===== src/rtl/rs_pkg.sv =====
// rs_pkg: shared definitions for the integer reservation station.
//   - default operand/tag/opcode widths used as parameter defaults
//   - rs_entry_t: packed view of one station slot at the default widths
//   - rs_opcode_e: integer ALU operation encoding carried in the opcode field
package rs_pkg;

    localparam int unsigned RS_XLEN  = 32;
    localparam int unsigned RS_TAG_W = 6;
    localparam int unsigned RS_OP_W  = 5;

    typedef enum logic [RS_OP_W-1:0] {
        OpAdd  = 5'h00,
        OpSub  = 5'h01,
        OpAnd  = 5'h02,
        OpOr   = 5'h03,
        OpXor  = 5'h04,
        OpSll  = 5'h05,
        OpSrl  = 5'h06,
        OpSra  = 5'h07,
        OpSlt  = 5'h08,
        OpSltu = 5'h09
    } rs_opcode_e;

    typedef struct packed {
        logic                valid;
        logic [RS_OP_W-1:0]  opcode;
        logic [RS_TAG_W-1:0] rd_tag;
        logic [RS_TAG_W-1:0] rs1_tag;
        logic [RS_TAG_W-1:0] rs2_tag;
        logic [RS_XLEN-1:0]  rs1_data;
        logic [RS_XLEN-1:0]  rs2_data;
        logic                rs1_val;
        logic                rs2_val;
    } rs_entry_t;

endpackage


===== src/rtl/rs_entry.sv =====
// rs_entry: one reservation-station slot.
// Next state is chosen as dispatch-load (highest priority), shift-from-above, or hold;
// the CDB wakeup is then applied to whichever source was chosen, so a shifted entry keeps
// a wakeup from the same edge and a freshly dispatched operand gets same-cycle forwarding.
// Ports:
//   clk, reset          clock, synchronous active-high clear
//   load_en, shift_en   load from dispatch / take the entry from the slot above
//   up_*                contents of the slot above (all zero for the top slot)
//   dsp_*               dispatch fields
//   cdb_*               common data bus broadcast
//   valid..rs2_val      registered slot contents
module rs_entry import rs_pkg::*; #(
    parameter int unsigned XLEN  = RS_XLEN,
    parameter int unsigned TAG_W = RS_TAG_W,
    parameter int unsigned OP_W  = RS_OP_W
) (
    input  logic             clk,
    input  logic             reset,
    input  logic             load_en,
    input  logic             shift_en,
    input  logic             up_valid,
    input  logic [OP_W-1:0]  up_opcode,
    input  logic [TAG_W-1:0] up_rd_tag,
    input  logic [TAG_W-1:0] up_rs1_tag,
    input  logic [TAG_W-1:0] up_rs2_tag,
    input  logic [XLEN-1:0]  up_rs1_data,
    input  logic [XLEN-1:0]  up_rs2_data,
    input  logic             up_rs1_val,
    input  logic             up_rs2_val,
    input  logic [OP_W-1:0]  dsp_opcode,
    input  logic [TAG_W-1:0] dsp_rd_tag,
    input  logic [TAG_W-1:0] dsp_rs1_tag,
    input  logic [TAG_W-1:0] dsp_rs2_tag,
    input  logic [XLEN-1:0]  dsp_rs1_data,
    input  logic [XLEN-1:0]  dsp_rs2_data,
    input  logic             dsp_rs1_val,
    input  logic             dsp_rs2_val,
    input  logic             cdb_valid,
    input  logic [TAG_W-1:0] cdb_tag,
    input  logic [XLEN-1:0]  cdb_data,
    output logic             valid,
    output logic [OP_W-1:0]  opcode,
    output logic [TAG_W-1:0] rd_tag,
    output logic [TAG_W-1:0] rs1_tag,
    output logic [TAG_W-1:0] rs2_tag,
    output logic [XLEN-1:0]  rs1_data,
    output logic [XLEN-1:0]  rs2_data,
    output logic             rs1_val,
    output logic             rs2_val
);

    logic             valid_d;
    logic [OP_W-1:0]  opcode_d;
    logic [TAG_W-1:0] rd_tag_d, rs1_tag_d, rs2_tag_d;
    logic [XLEN-1:0]  rs1_data_d, rs2_data_d;
    logic             rs1_val_d, rs2_val_d;

    always_comb begin
        valid_d    = valid;
        opcode_d   = opcode;
        rd_tag_d   = rd_tag;
        rs1_tag_d  = rs1_tag;
        rs2_tag_d  = rs2_tag;
        rs1_data_d = rs1_data;
        rs2_data_d = rs2_data;
        rs1_val_d  = rs1_val;
        rs2_val_d  = rs2_val;
        if (load_en) begin
            valid_d    = 1'b1;
            opcode_d   = dsp_opcode;
            rd_tag_d   = dsp_rd_tag;
            rs1_tag_d  = dsp_rs1_tag;
            rs2_tag_d  = dsp_rs2_tag;
            rs1_data_d = dsp_rs1_data;
            rs2_data_d = dsp_rs2_data;
            rs1_val_d  = dsp_rs1_val;
            rs2_val_d  = dsp_rs2_val;
        end else if (shift_en) begin
            valid_d    = up_valid;
            opcode_d   = up_opcode;
            rd_tag_d   = up_rd_tag;
            rs1_tag_d  = up_rs1_tag;
            rs2_tag_d  = up_rs2_tag;
            rs1_data_d = up_rs1_data;
            rs2_data_d = up_rs2_data;
            rs1_val_d  = up_rs1_val;
            rs2_val_d  = up_rs2_val;
        end
        // Wakeup applies after source selection; already-valid operands ignore the bus.
        if (valid_d && !rs1_val_d && cdb_valid && (rs1_tag_d == cdb_tag)) begin
            rs1_data_d = cdb_data;
            rs1_val_d  = 1'b1;
        end
        if (valid_d && !rs2_val_d && cdb_valid && (rs2_tag_d == cdb_tag)) begin
            rs2_data_d = cdb_data;
            rs2_val_d  = 1'b1;
        end
    end

    always_ff @(posedge clk) begin
        if (reset) begin
            valid    <= 1'b0;
            opcode   <= '0;
            rd_tag   <= '0;
            rs1_tag  <= '0;
            rs2_tag  <= '0;
            rs1_data <= '0;
            rs2_data <= '0;
            rs1_val  <= 1'b0;
            rs2_val  <= 1'b0;
        end else begin
            valid    <= valid_d;
            opcode   <= opcode_d;
            rd_tag   <= rd_tag_d;
            rs1_tag  <= rs1_tag_d;
            rs2_tag  <= rs2_tag_d;
            rs1_data <= rs1_data_d;
            rs2_data <= rs2_data_d;
            rs1_val  <= rs1_val_d;
            rs2_val  <= rs2_val_d;
        end
    end

endmodule


===== src/rtl/param_reservation_station.sv =====
// param_reservation_station: DEPTH-entry integer reservation station, slot 0 oldest.
// Accepts one dispatch per cycle (with same-cycle CDB forwarding), wakes operands from the
// CDB, and presents one ready op per cycle to the execution block; the issued slot is
// removed and the slots above it compact down by one.
// Build option: define RS_OLDEST_READY_EN for oldest-ready-first selection over all slots;
// without it only slot 0 may issue (in-order).
// Ports:
//   clk, reset                          clock, synchronous active-high clear
//   dispatch_*                          dispatch request and op fields
//   issueque_full, issueque_count       occupancy (registered)
//   cdb_valid, cdb_tag, cdb_data        result broadcast
//   issueque_ready, issueque_*          selected op (zero when none ready)
//   issueblk_done                       execution block accepts the presented op
module param_reservation_station import rs_pkg::*; #(
    parameter int unsigned DEPTH = 4,
    parameter int unsigned XLEN  = RS_XLEN,
    parameter int unsigned TAG_W = RS_TAG_W,
    parameter int unsigned OP_W  = RS_OP_W
) (
    input  logic                       clk,
    input  logic                       reset,
    input  logic                       dispatch_enable,
    input  logic [XLEN-1:0]            dispatch_rs1_data,
    input  logic [XLEN-1:0]            dispatch_rs2_data,
    input  logic [TAG_W-1:0]           dispatch_rs1_tag,
    input  logic [TAG_W-1:0]           dispatch_rs2_tag,
    input  logic                       dispatch_rs1_data_val,
    input  logic                       dispatch_rs2_data_val,
    input  logic [OP_W-1:0]            dispatch_opcode,
    input  logic [TAG_W-1:0]           dispatch_rd_tag,
    output logic                       issueque_full,
    output logic [$clog2(DEPTH+1)-1:0] issueque_count,
    input  logic                       cdb_valid,
    input  logic [TAG_W-1:0]           cdb_tag,
    input  logic [XLEN-1:0]            cdb_data,
    output logic                       issueque_ready,
    output logic [XLEN-1:0]            issueque_rs1_data,
    output logic [XLEN-1:0]            issueque_rs2_data,
    output logic [TAG_W-1:0]           issueque_rd_tag,
    output logic [OP_W-1:0]            issueque_opcode,
    input  logic                       issueblk_done
);

    localparam int unsigned CW = $clog2(DEPTH + 1);
    localparam int unsigned IW = $clog2(DEPTH);

    logic             e_valid    [DEPTH];
    logic [OP_W-1:0]  e_opcode   [DEPTH];
    logic [TAG_W-1:0] e_rd_tag   [DEPTH];
    logic [TAG_W-1:0] e_rs1_tag  [DEPTH];
    logic [TAG_W-1:0] e_rs2_tag  [DEPTH];
    logic [XLEN-1:0]  e_rs1_data [DEPTH];
    logic [XLEN-1:0]  e_rs2_data [DEPTH];
    logic             e_rs1_val  [DEPTH];
    logic             e_rs2_val  [DEPTH];

    logic [CW-1:0] count_q;
    logic          sel_found;
    logic [IW-1:0] sel_idx;
    logic          issue;
    logic          accept;
    logic [CW-1:0] dsp_slot;

`ifdef RS_OLDEST_READY_EN
    // Scan from the top so the lowest-index ready slot wins.
    always_comb begin
        sel_found = 1'b0;
        sel_idx   = '0;
        for (int i = DEPTH - 1; i >= 0; i--) begin
            if (e_valid[i] && e_rs1_val[i] && e_rs2_val[i]) begin
                sel_found = 1'b1;
                sel_idx   = IW'(i);
            end
        end
    end
`else
    assign sel_found = e_valid[0] && e_rs1_val[0] && e_rs2_val[0];
    assign sel_idx   = '0;
`endif

    assign issueque_full  = (count_q == CW'(DEPTH));
    assign issueque_count = count_q;
    assign accept         = dispatch_enable && !issueque_full;
    assign issue          = sel_found && issueblk_done;
    // Removal compacts everything down by one, so the free slot moves down with it.
    assign dsp_slot       = issue ? (count_q - CW'(1)) : count_q;

    assign issueque_ready    = sel_found;
    assign issueque_rs1_data = sel_found ? e_rs1_data[sel_idx] : '0;
    assign issueque_rs2_data = sel_found ? e_rs2_data[sel_idx] : '0;
    assign issueque_rd_tag   = sel_found ? e_rd_tag[sel_idx]   : '0;
    assign issueque_opcode   = sel_found ? e_opcode[sel_idx]   : '0;

    for (genvar i = 0; i < DEPTH; i++) begin : g_slot
        logic             up_valid;
        logic [OP_W-1:0]  up_opcode;
        logic [TAG_W-1:0] up_rd_tag, up_rs1_tag, up_rs2_tag;
        logic [XLEN-1:0]  up_rs1_data, up_rs2_data;
        logic             up_rs1_val, up_rs2_val;

        if (i == DEPTH - 1) begin : g_top
            assign up_valid    = 1'b0;
            assign up_opcode   = '0;
            assign up_rd_tag   = '0;
            assign up_rs1_tag  = '0;
            assign up_rs2_tag  = '0;
            assign up_rs1_data = '0;
            assign up_rs2_data = '0;
            assign up_rs1_val  = 1'b0;
            assign up_rs2_val  = 1'b0;
        end else begin : g_mid
            assign up_valid    = e_valid[i+1];
            assign up_opcode   = e_opcode[i+1];
            assign up_rd_tag   = e_rd_tag[i+1];
            assign up_rs1_tag  = e_rs1_tag[i+1];
            assign up_rs2_tag  = e_rs2_tag[i+1];
            assign up_rs1_data = e_rs1_data[i+1];
            assign up_rs2_data = e_rs2_data[i+1];
            assign up_rs1_val  = e_rs1_val[i+1];
            assign up_rs2_val  = e_rs2_val[i+1];
        end

        rs_entry #(
            .XLEN  (XLEN),
            .TAG_W (TAG_W),
            .OP_W  (OP_W)
        ) u_entry (
            .clk          (clk),
            .reset        (reset),
            .load_en      (accept && (dsp_slot == CW'(i))),
            .shift_en     (issue && (sel_idx <= IW'(i))),
            .up_valid     (up_valid),
            .up_opcode    (up_opcode),
            .up_rd_tag    (up_rd_tag),
            .up_rs1_tag   (up_rs1_tag),
            .up_rs2_tag   (up_rs2_tag),
            .up_rs1_data  (up_rs1_data),
            .up_rs2_data  (up_rs2_data),
            .up_rs1_val   (up_rs1_val),
            .up_rs2_val   (up_rs2_val),
            .dsp_opcode   (dispatch_opcode),
            .dsp_rd_tag   (dispatch_rd_tag),
            .dsp_rs1_tag  (dispatch_rs1_tag),
            .dsp_rs2_tag  (dispatch_rs2_tag),
            .dsp_rs1_data (dispatch_rs1_data),
            .dsp_rs2_data (dispatch_rs2_data),
            .dsp_rs1_val  (dispatch_rs1_data_val),
            .dsp_rs2_val  (dispatch_rs2_data_val),
            .cdb_valid    (cdb_valid),
            .cdb_tag      (cdb_tag),
            .cdb_data     (cdb_data),
            .valid        (e_valid[i]),
            .opcode       (e_opcode[i]),
            .rd_tag       (e_rd_tag[i]),
            .rs1_tag      (e_rs1_tag[i]),
            .rs2_tag      (e_rs2_tag[i]),
            .rs1_data     (e_rs1_data[i]),
            .rs2_data     (e_rs2_data[i]),
            .rs1_val      (e_rs1_val[i]),
            .rs2_val      (e_rs2_val[i])
        );
    end

    always_ff @(posedge clk) begin
        if (reset) begin
            count_q <= '0;
        end else begin
            count_q <= count_q + CW'(accept) - CW'(issue);
        end
    end

endmodule


===== config.mk =====
export PLATFORM = sky130hd
export DESIGN_NAME = param_reservation_station
export DESIGN_NICKNAME = d
export VERILOG_FILES = /design/src/rtl/rs_pkg.sv /design/src/rtl/rs_entry.sv /design/src/rtl/param_reservation_station.sv
export SDC_FILE = /design/constraint.sdc
export NUM_CORES = 1
export LEC_CHECK = 0
export BUFFER_PORTS_ARGS = -buffer_cell sky130_fd_sc_hd__buf_4
export CORE_MARGIN = 8
export CORE_UTILIZATION = 65
export CTS_BUF_LIST = sky130_fd_sc_hd__clkbuf_8
export CTS_CLUSTER_SIZE = 8
export DETAILED_ROUTE_END_ITERATION = 10
export PLACE_DENSITY = 0.87
export SYNTH_ARGS = -nofsm -noshare
export SYNTH_HDL_FRONTEND = slang
export SYNTH_SLANG_ARGS = --single-unit

===== constraint.sdc =====
create_clock -name clk -period 10.59 [get_ports clk]
set_input_delay 1.5885 -clock clk [delete_from_list [all_inputs] [get_ports clk]]
set_output_delay 1.5885 -clock clk [all_outputs]
set_load 0.02 [all_outputs]

==> results.py, run 1 <==
metrics = {
    "floorplan": {
        "fp.dieArea_mm2": 0.0370,
        "die_h_um": 192,
        "start_util": 0.660,
        "die_w_um": 192,
        "core_mm2": 0.0306,
        "ios": 212,
        "rows": 64,
    },
    "setup_path": {
        "cp.arrival_ns": 6.82,
        "critPathKind": "input port to flip-flop",
        "worstPathRequired_ns": 11.10,
        "r2r_start": "g_slot[0].u_entry.rs2_val",
        "cp_max_fo": 69,
        "worst-r2r-setup-slack_ns": 4.79,
        "slowest_delay_ns": 0.86,
        "crit_chain": "buf_4 > nand4_4 > mux2_4 > o21ai_4 > buf_4 > mux2_2 > xnor2_1 > nor4_4 > nand4_4 > mux2_4",
        "worstSetupStartpoint": "issueblk_done",
        "crit_slowest_cell": "nand4_4",
        "r2r-end": "g_slot[3].u_entry.rs1_data[16]",
        "path_buf_inv": 2,
        "cp_top_family": "simple AND/OR/NAND/NOR gates",
        "start_kind": "input port",
        "reg2regPathDepth": 9,
        "end_kind": "flip-flop",
    },
    "layout": {
        "nNetsFinal": 2647,
        "final_cell_area_mm2": 0.0227,
        "postLayoutCoreUtil": 0.742,
        "nFillCells": 2286,
        "antennaDiodeCount": 0,
        "drive_above_1_share": 0.162,
        "syn_to_final_growth_pct": 12.4,
    },
    "global_route": {
        "track_usage": 0.347,
        "grt_pass1_wl_mm": 106,
        "grt_max_degree": 104,
        "grt_pass1_vias": 19800,
        "grt-ovfl-total": 0,
        "antenna_found_initial": 0,
    },
    "sta": {
        "worst_pin_slew_ns": 1.27,
        "setup_tns_ns": 0,
        "setup_viol": 0,
        "rsz0062_at_grt": "no",
        "timing.final.ws_setup_ns": 4.27,
        "fin_worst_skew_ns": 0.0349,
        "finalCritPeriodShare": 0.596,
        "fin_crit_ns": 6.32,
        "hold_viol_final": 0,
        "relSlewSlack": 0.152,
        "finalMaxSlewViolations": 0,
        "hold-worst-slack_ns": 0.454,
        "fmax_ghz": 0.158,
    },
    "power_and_ir_drop": {
        "leakage_uw": 0.00986,
        "powerDensity_mw_per_mm2": 164,
        "vdd_drop_max_uv": 123,
    },
    "placement": {
        "placed_area_mm2": 0.0215,
        "place_ws_ns": 3.78,
        "hpwl_mm": 39.7,
        "globalplace.congestion": 0.940,
        "io_buffers": 211,
    },
    "logic_synthesis": {
        "async_flop_share": 0,
        "yosys.area_share.adder": 0.00285,
        "avgSynthCellArea_um2": 8.19,
        "synth_cell_types": 62,
        "yosys.area.top_type_share": 0.360,
        "syn_area_mm2": 0.0202,
        "synthCells": 2467,
        "synth.area.mux_share": 0.0975,
        "synth_area_leaders": "dfxtp_1, nand2_1, a221o_1",
        "synth_top_family_by_area": "simple AND/OR/NAND/NOR gates",
        "yosysMostFrequentCell": "dfxtp_1",
        "netlist_top_cells_count": "dfxtp_1, nand2_1, a21oi_1",
        "synth_compound_area_frac": 0.222,
        "ys_warn_count": 0,
        "synth-edff-count": 0,
        "synthSimpleGateAreaFrac": 0.243,
        "synth_top_area_cell": "dfxtp_1",
        "synth_flop_cell": "dfxtp_1",
        "synth_xor_area_frac": 0.00954,
        "ys_seq_area_frac": 0.360,
        "synth-seq-cells": 363,
        "syn_nets": 2603,
    },
    "routing": {
        "via_count": 20300,
        "avgViaCountPerCell": 6.89,
        "post-route-drc-count": 0,
        "firstDrtPassIters": 7,
        "routedWlPerCell_um": 22.6,
        "routed_wl_mm": 66.8,
        "ant_nets": 0,
        "drtIter0Drc": 2562,
    },
    "clocking": {
        "cts_sinks": 363,
        "post_cts_buffers": 0,
        "clkSlewWorstSetupHoldPaths_ns": 0.06,
        "insertion_delay_ns": 0.65,
        "cts_tree": "yes",
        "cts_made_buffers": 60,
        "cts_root_buffer": "clkbuf_8",
        "h-tree-depth": 2,
        "post_cts_resized": 0,
        "cts.path.max_buffers": 3,
        "hold_buffers": 0,
    },
    "outcome": {
        "status": "complete, no violations",
    },
    "worst_hold_path": {
        "holdPathEnd": "g_slot[0].u_entry.rs2_data[10]",
        "min_path_cells": 1,
        "hold_path_class": "flip-flop to flip-flop",
        "min_from": "g_slot[0].u_entry.rs2_data[10]",
    },
    "run": {
        "drv_cap": 0,
    },
}
[cell usage in the layout (no fill, tap or decap), types with 4 or more instances in the layout]
cell / instances
a211oi_1: 26
and2_1: 77
nor2b_1: 37
o211a_1: 4
nor2_1: 85
dfxtp_1: 363
nand3_1: 145
xnor2_1: 21
nor4_4: 6
o211ai_1: 48
buf_4: 243
nand4_4: 4
and3_1: 129
a221o_1: 128
mux2_4: 30
nor3b_1: 5
mux2i_1: 91
nand4_1: 9
mux2_2: 23
a21oi_1: 223
mux2_1: 29
nand2_1: 345
clkinv_2: 6
nor3_1: 132
o21ai_0: 12
a311oi_1: 34
a31oi_1: 11
clkbuf_8: 78
nand2b_1: 4
o2bb2ai_1: 64
inv_1: 58
o2111ai_1: 35
a211o_1: 4
[routing by layer]
| layer | GRT usage | vias to the layer above | share of wire | wire, um |
|---|---|---|---|---|
| met5 | 0 | - | 0 | 0 |
| met1 | 0.447 | 9551 | 0.39 | 26000 |
| li1 | - | 9135 | - | - |
| met4 | 0.193 | 0 | 0.050 | 3320 |
| met3 | 0.0661 | 261 | 0.11 | 7100 |
| met2 | 0.542 | 1387 | 0.45 | 30400 |
[metrics by stage]
stage / std cells / power [uW]
floorplan: 2467 / 2190
global placement: 2845 / 2450
detailed placement: 2845 / 2480
CTS: 2951 / 3700
global route: 2951 / 3870
finish: 2951 / 3730
[area by class of cell]
type,count,area [um2],area share
multi-input cells,1801,11700,0.517
repair buffers,244,1840,0.0810
well taps,396,495,0.0218
inverters,41,154,0.00678
flip-flops and latches,363,7270,0.320
clock inverters,28,135,0.00595
clock buffers,78,1070,0.0473
[worst max path at each step]
stage                                     end  slack (ns)  cells past startpoint
2_1_floorplan               issueque_count[2]        5.91                     15
3_3_place_gp   g_slot[3].u_entry.rs1_data[14]        3.89                     10
3_5_place_dp    g_slot[3].u_entry.rs1_data[8]        3.78                     10
4_1_cts        g_slot[3].u_entry.rs1_data[10]        4.42                     10
5_1_grt        g_slot[3].u_entry.rs1_data[14]        4.20                     10
6_report       g_slot[3].u_entry.rs1_data[16]        4.27                     10
[flip-flops by register name, summed over array words and instances (netlist names)]
name                     count
g_slot.u_entry.rs1_data    128
g_slot.u_entry.rs2_data    128
g_slot.u_entry.rd_tag       24
g_slot.u_entry.rs1_tag      24
g_slot.u_entry.rs2_tag      24
g_slot.u_entry.opcode       20
g_slot.u_entry.rs1_val       4
g_slot.u_entry.rs2_val       4
g_slot.u_entry.valid         4
issueque_count               3
[report_power, final]
part           internal, uW  switching [uW]  leakage (uW)  total [uW]
clock network           657             588      0.000701        1240
registers              1510            85.9       0.00295        1600
logic                   296             590       0.00621         886
total                  2470            1260       0.00986        3730
[cell families after synthesis]
| family | after synthesis |
|---|---|
| compound gates | 606 |
| xor+xnor | 22 |
| fa+ha+maj | 4 |
| buf+inv | 303 |
| flops | 363 |
| mux | 174 |
| simple gates | 995 |
(Power assumes the default switching activity.)
==> run 2, diff against run 1 <==
Settings changed: ABC_AREA set to 1, CORE_UTILIZATION 65 to 56, PLACE_DENSITY 0.87 to 0.79.
Clock period 10.59 ns to 5.6 ns, I/O delays scaled along.
==> results.py, run 2 <==
metrics = {
    "floorplan": {
        "rows": 72,
        "fp.dieArea_mm2": 0.0458,
        "die_h_um": 214,
        "core_mm2": 0.0387,
        "start_util": 0.567,
        "die_w_um": 214,
        "ios": 212,
    },
    "logic_synthesis": {
        "ys_seq_area_frac": 0.331,
        "yosys.area.top_type_share": 0.331,
        "synthSimpleGateAreaFrac": 0.441,
        "yosysMostFrequentCell": "nand2_1",
        "synth_cell_types": 31,
        "synth_top_area_cell": "dfxtp_1",
        "syn_nets": 3882,
        "synth_area_leaders": "dfxtp_1, nand2_1, nand3_1",
        "synth.area.mux_share": 0.000911,
        "yosys.area_share.adder": 0.00262,
        "avgSynthCellArea_um2": 5.87,
        "synth_xor_area_frac": 0.000797,
        "synth_compound_area_frac": 0.103,
        "ys_warn_count": 0,
        "synth_top_family_by_area": "simple AND/OR/NAND/NOR gates",
        "netlist_top_cells_count": "nand2_1, nand3_1, dfxtp_1",
        "synth_flop_cell": "dfxtp_1",
        "synth-edff-count": 0,
        "async_flop_share": 0,
        "synth-seq-cells": 363,
        "synthCells": 3746,
        "syn_area_mm2": 0.0220,
    },
    "clocking": {
        "cts.path.max_buffers": 3,
        "post_cts_buffers": 0,
        "clkSlewWorstSetupHoldPaths_ns": 0.06,
        "cts_tree": "yes",
        "post_cts_resized": 0,
        "cts_sinks": 363,
        "cts_root_buffer": "clkbuf_8",
        "hold_buffers": 0,
        "cts_made_buffers": 67,
        "h-tree-depth": 3,
        "insertion_delay_ns": 0.63,
    },
    "setup_path": {
        "worstPathRequired_ns": 6.06,
        "start_kind": "flip-flop",
        "cp.arrival_ns": 4.99,
        "critPathKind": "flip-flop to flip-flop",
        "worstSetupStartpoint": "g_slot[0].u_entry.rs1_val",
        "end_kind": "flip-flop",
        "cp_max_fo": 52,
        "r2r_start": "g_slot[0].u_entry.rs1_val",
    },
    "global_route": {
        "grt_pass1_wl_mm": 124,
        "grt_max_degree": 213,
        "antenna_found_initial": 4,
        "grt_pass1_vias": 23000,
        "grt-ovfl-total": 0,
        "track_usage": 0.324,
    },
    "layout": {
        "nNetsFinal": 3913,
        "syn_to_final_growth_pct": 12.7,
        "largestRegisters": "g_slot.u_entry.rs1_data x128, g_slot.u_entry.rs2_data x128",
        "fin_cells": 4340,
        "final_cell_mix": "nand2_1, nand3_1, inv_1",
        "multi_input_area_mm2": 0.0122,
        "final_cell_area_mm2": 0.0248,
        "regArea_mm2": 0.00727,
        "drive_above_1_share": 0.111,
        "nFillCells": 3835,
        "mostFrequentLayoutCell": "nand2_1",
    },
    "routing": {
        "drtIter0Drc": 3358,
        "firstDrtPassIters": 6,
        "via_count": 25000,
        "routed_wl_mm": 77.9,
        "ant_nets": 0,
        "avgViaCountPerCell": 5.77,
        "routedWlPerCell_um": 17.9,
        "post-route-drc-count": 0,
    },
    "placement": {
        "globalplace.congestion": 0.953,
        "placed_cells_incl_taps": 4226,
        "placed_area_mm2": 0.0234,
        "io_buffers": 211,
        "hpwl_mm": 45.6,
    },
    "run": {
        "drv_cap": 0,
    },
    "sta": {
        "fin_worst_skew_ns": 0.0343,
        "hold_viol_final": 0,
        "worst_pin_slew_ns": 1.11,
        "setup_tns_ns": 0,
        "fin_crit_ns": 4.53,
        "relSlewSlack": 0.259,
        "finalMaxSlewViolations": 0,
        "setup_viol": 0,
        "rsz0062_at_grt": "no",
        "finalCritPeriodShare": 0.809,
        "fmax_ghz": 0.221,
        "hold-worst-slack_ns": 0.460,
    },
    "power_and_ir_drop": {
        "vdd_drop_max_uv": 166,
        "leakage_uw": 0.0115,
        "powerDensity_mw_per_mm2": 303,
    },
    "outcome": {
        "status": "complete, no violations",
    },
    "worst_hold_path": {
        "hold_path_class": "flip-flop to flip-flop",
        "min_from": "g_slot[3].u_entry.rd_tag[5]",
    },
}
-- run 2: cell types whose count changed in the layout (fill, tap and decap cells not counted), sizes merged, moves of 47 or more --
cell	delta
a21oi	+84
a221o	-128
and2	-77
and3	-130
inv	+313
mux2	-82
mux2i	-90
nand2	+942
nand3	+606
nor2	+73
nor3	-123
o211ai	-47
o21ai	+96
o2bb2ai	-64
-- run 2: kinds of logic (layout without fill, tap and decap cells) --
| logic type | count (synthesis) | in the layout |
|---|---|---|
| xor gates and xnor gates | 2 | 2 |
| adders and majority gates | 4 | 4 |
| muxes | 2 | 2 |
| AOI/OAI and AO/OA | 444 | 444 |
| other | 0 | 2 |
| buffers and inverters | 662 | 736 |
| and+or+nand+nor | 2269 | 2269 |
| DFF | 363 | 363 |
-- run 2: cell type report --
class / count / area share
multi-input cells: 2721 / 0.491
flip-flops and latches: 363 / 0.293
repair buffers: 263 / 0.0815
inverters: 361 / 0.0547
clock buffers: 88 / 0.0489
well taps: 518 / 0.0262
clock inverters: 24 / 0.00434
diodes: 2 / 0.000202
-- run 2: path summary, 6_finish.rpt --
check / to / slack, ns / cells past startpoint
worst min-delay path: g_slot[3].u_entry.rd_tag[5] / 0.46 / 2
worst max register to register: g_slot[2].u_entry.rs2_data[5] / 1.07 / 16
worst min register to register: g_slot[3].u_entry.rd_tag[5] / 0.46 / 2
worst max-delay path: g_slot[2].u_entry.rs2_data[5] / 1.07 / 16
-- run 2: critical path: stages (launching register included) --
cell     delay [ns]
dfxtp_1        0.51
nand4_2        0.42
nand2_1        0.17
nand2_1        0.10
nor2_2         0.45
nand2_4        0.35
buf_4          0.34
buf_4          0.38
nand2_1        0.19
nand2_1        0.08
nor2_1         0.24
nand3_1        0.14
nor2_2         0.21
buf_4          0.49
nand3_1        0.14
nand2_1        0.10
a21oi_1        0.06
-- run 2: metrics by stage --
stage | worst slack (ns) | total power, uW | util
after detailed placement | 0.838 | 4910 | 0.605
after global placement | 0.953 | 4890 | 0.605
after CTS | 1.23 | 7450 | 0.639
after floorplan | 2.85 | 4290 | -
after global routing | 0.739 | 7850 | 0.639
final | 1.07 | 7500 | 0.639
-- run 2: metal layers --
metal,vias up,global-route usage,wire (um)
met3,263,0.0750,9380
li1,12000,-,-
met4,6,0.160,3950
met2,1522,0.506,34000
met5,-,0,26
met1,11200,0.418,30600
-- run 2: power by group --
part / switching (uW) / internal (uW)
Sequential: 125 / 2830
Clock: 1180 / 1390
Combinational: 1400 / 559
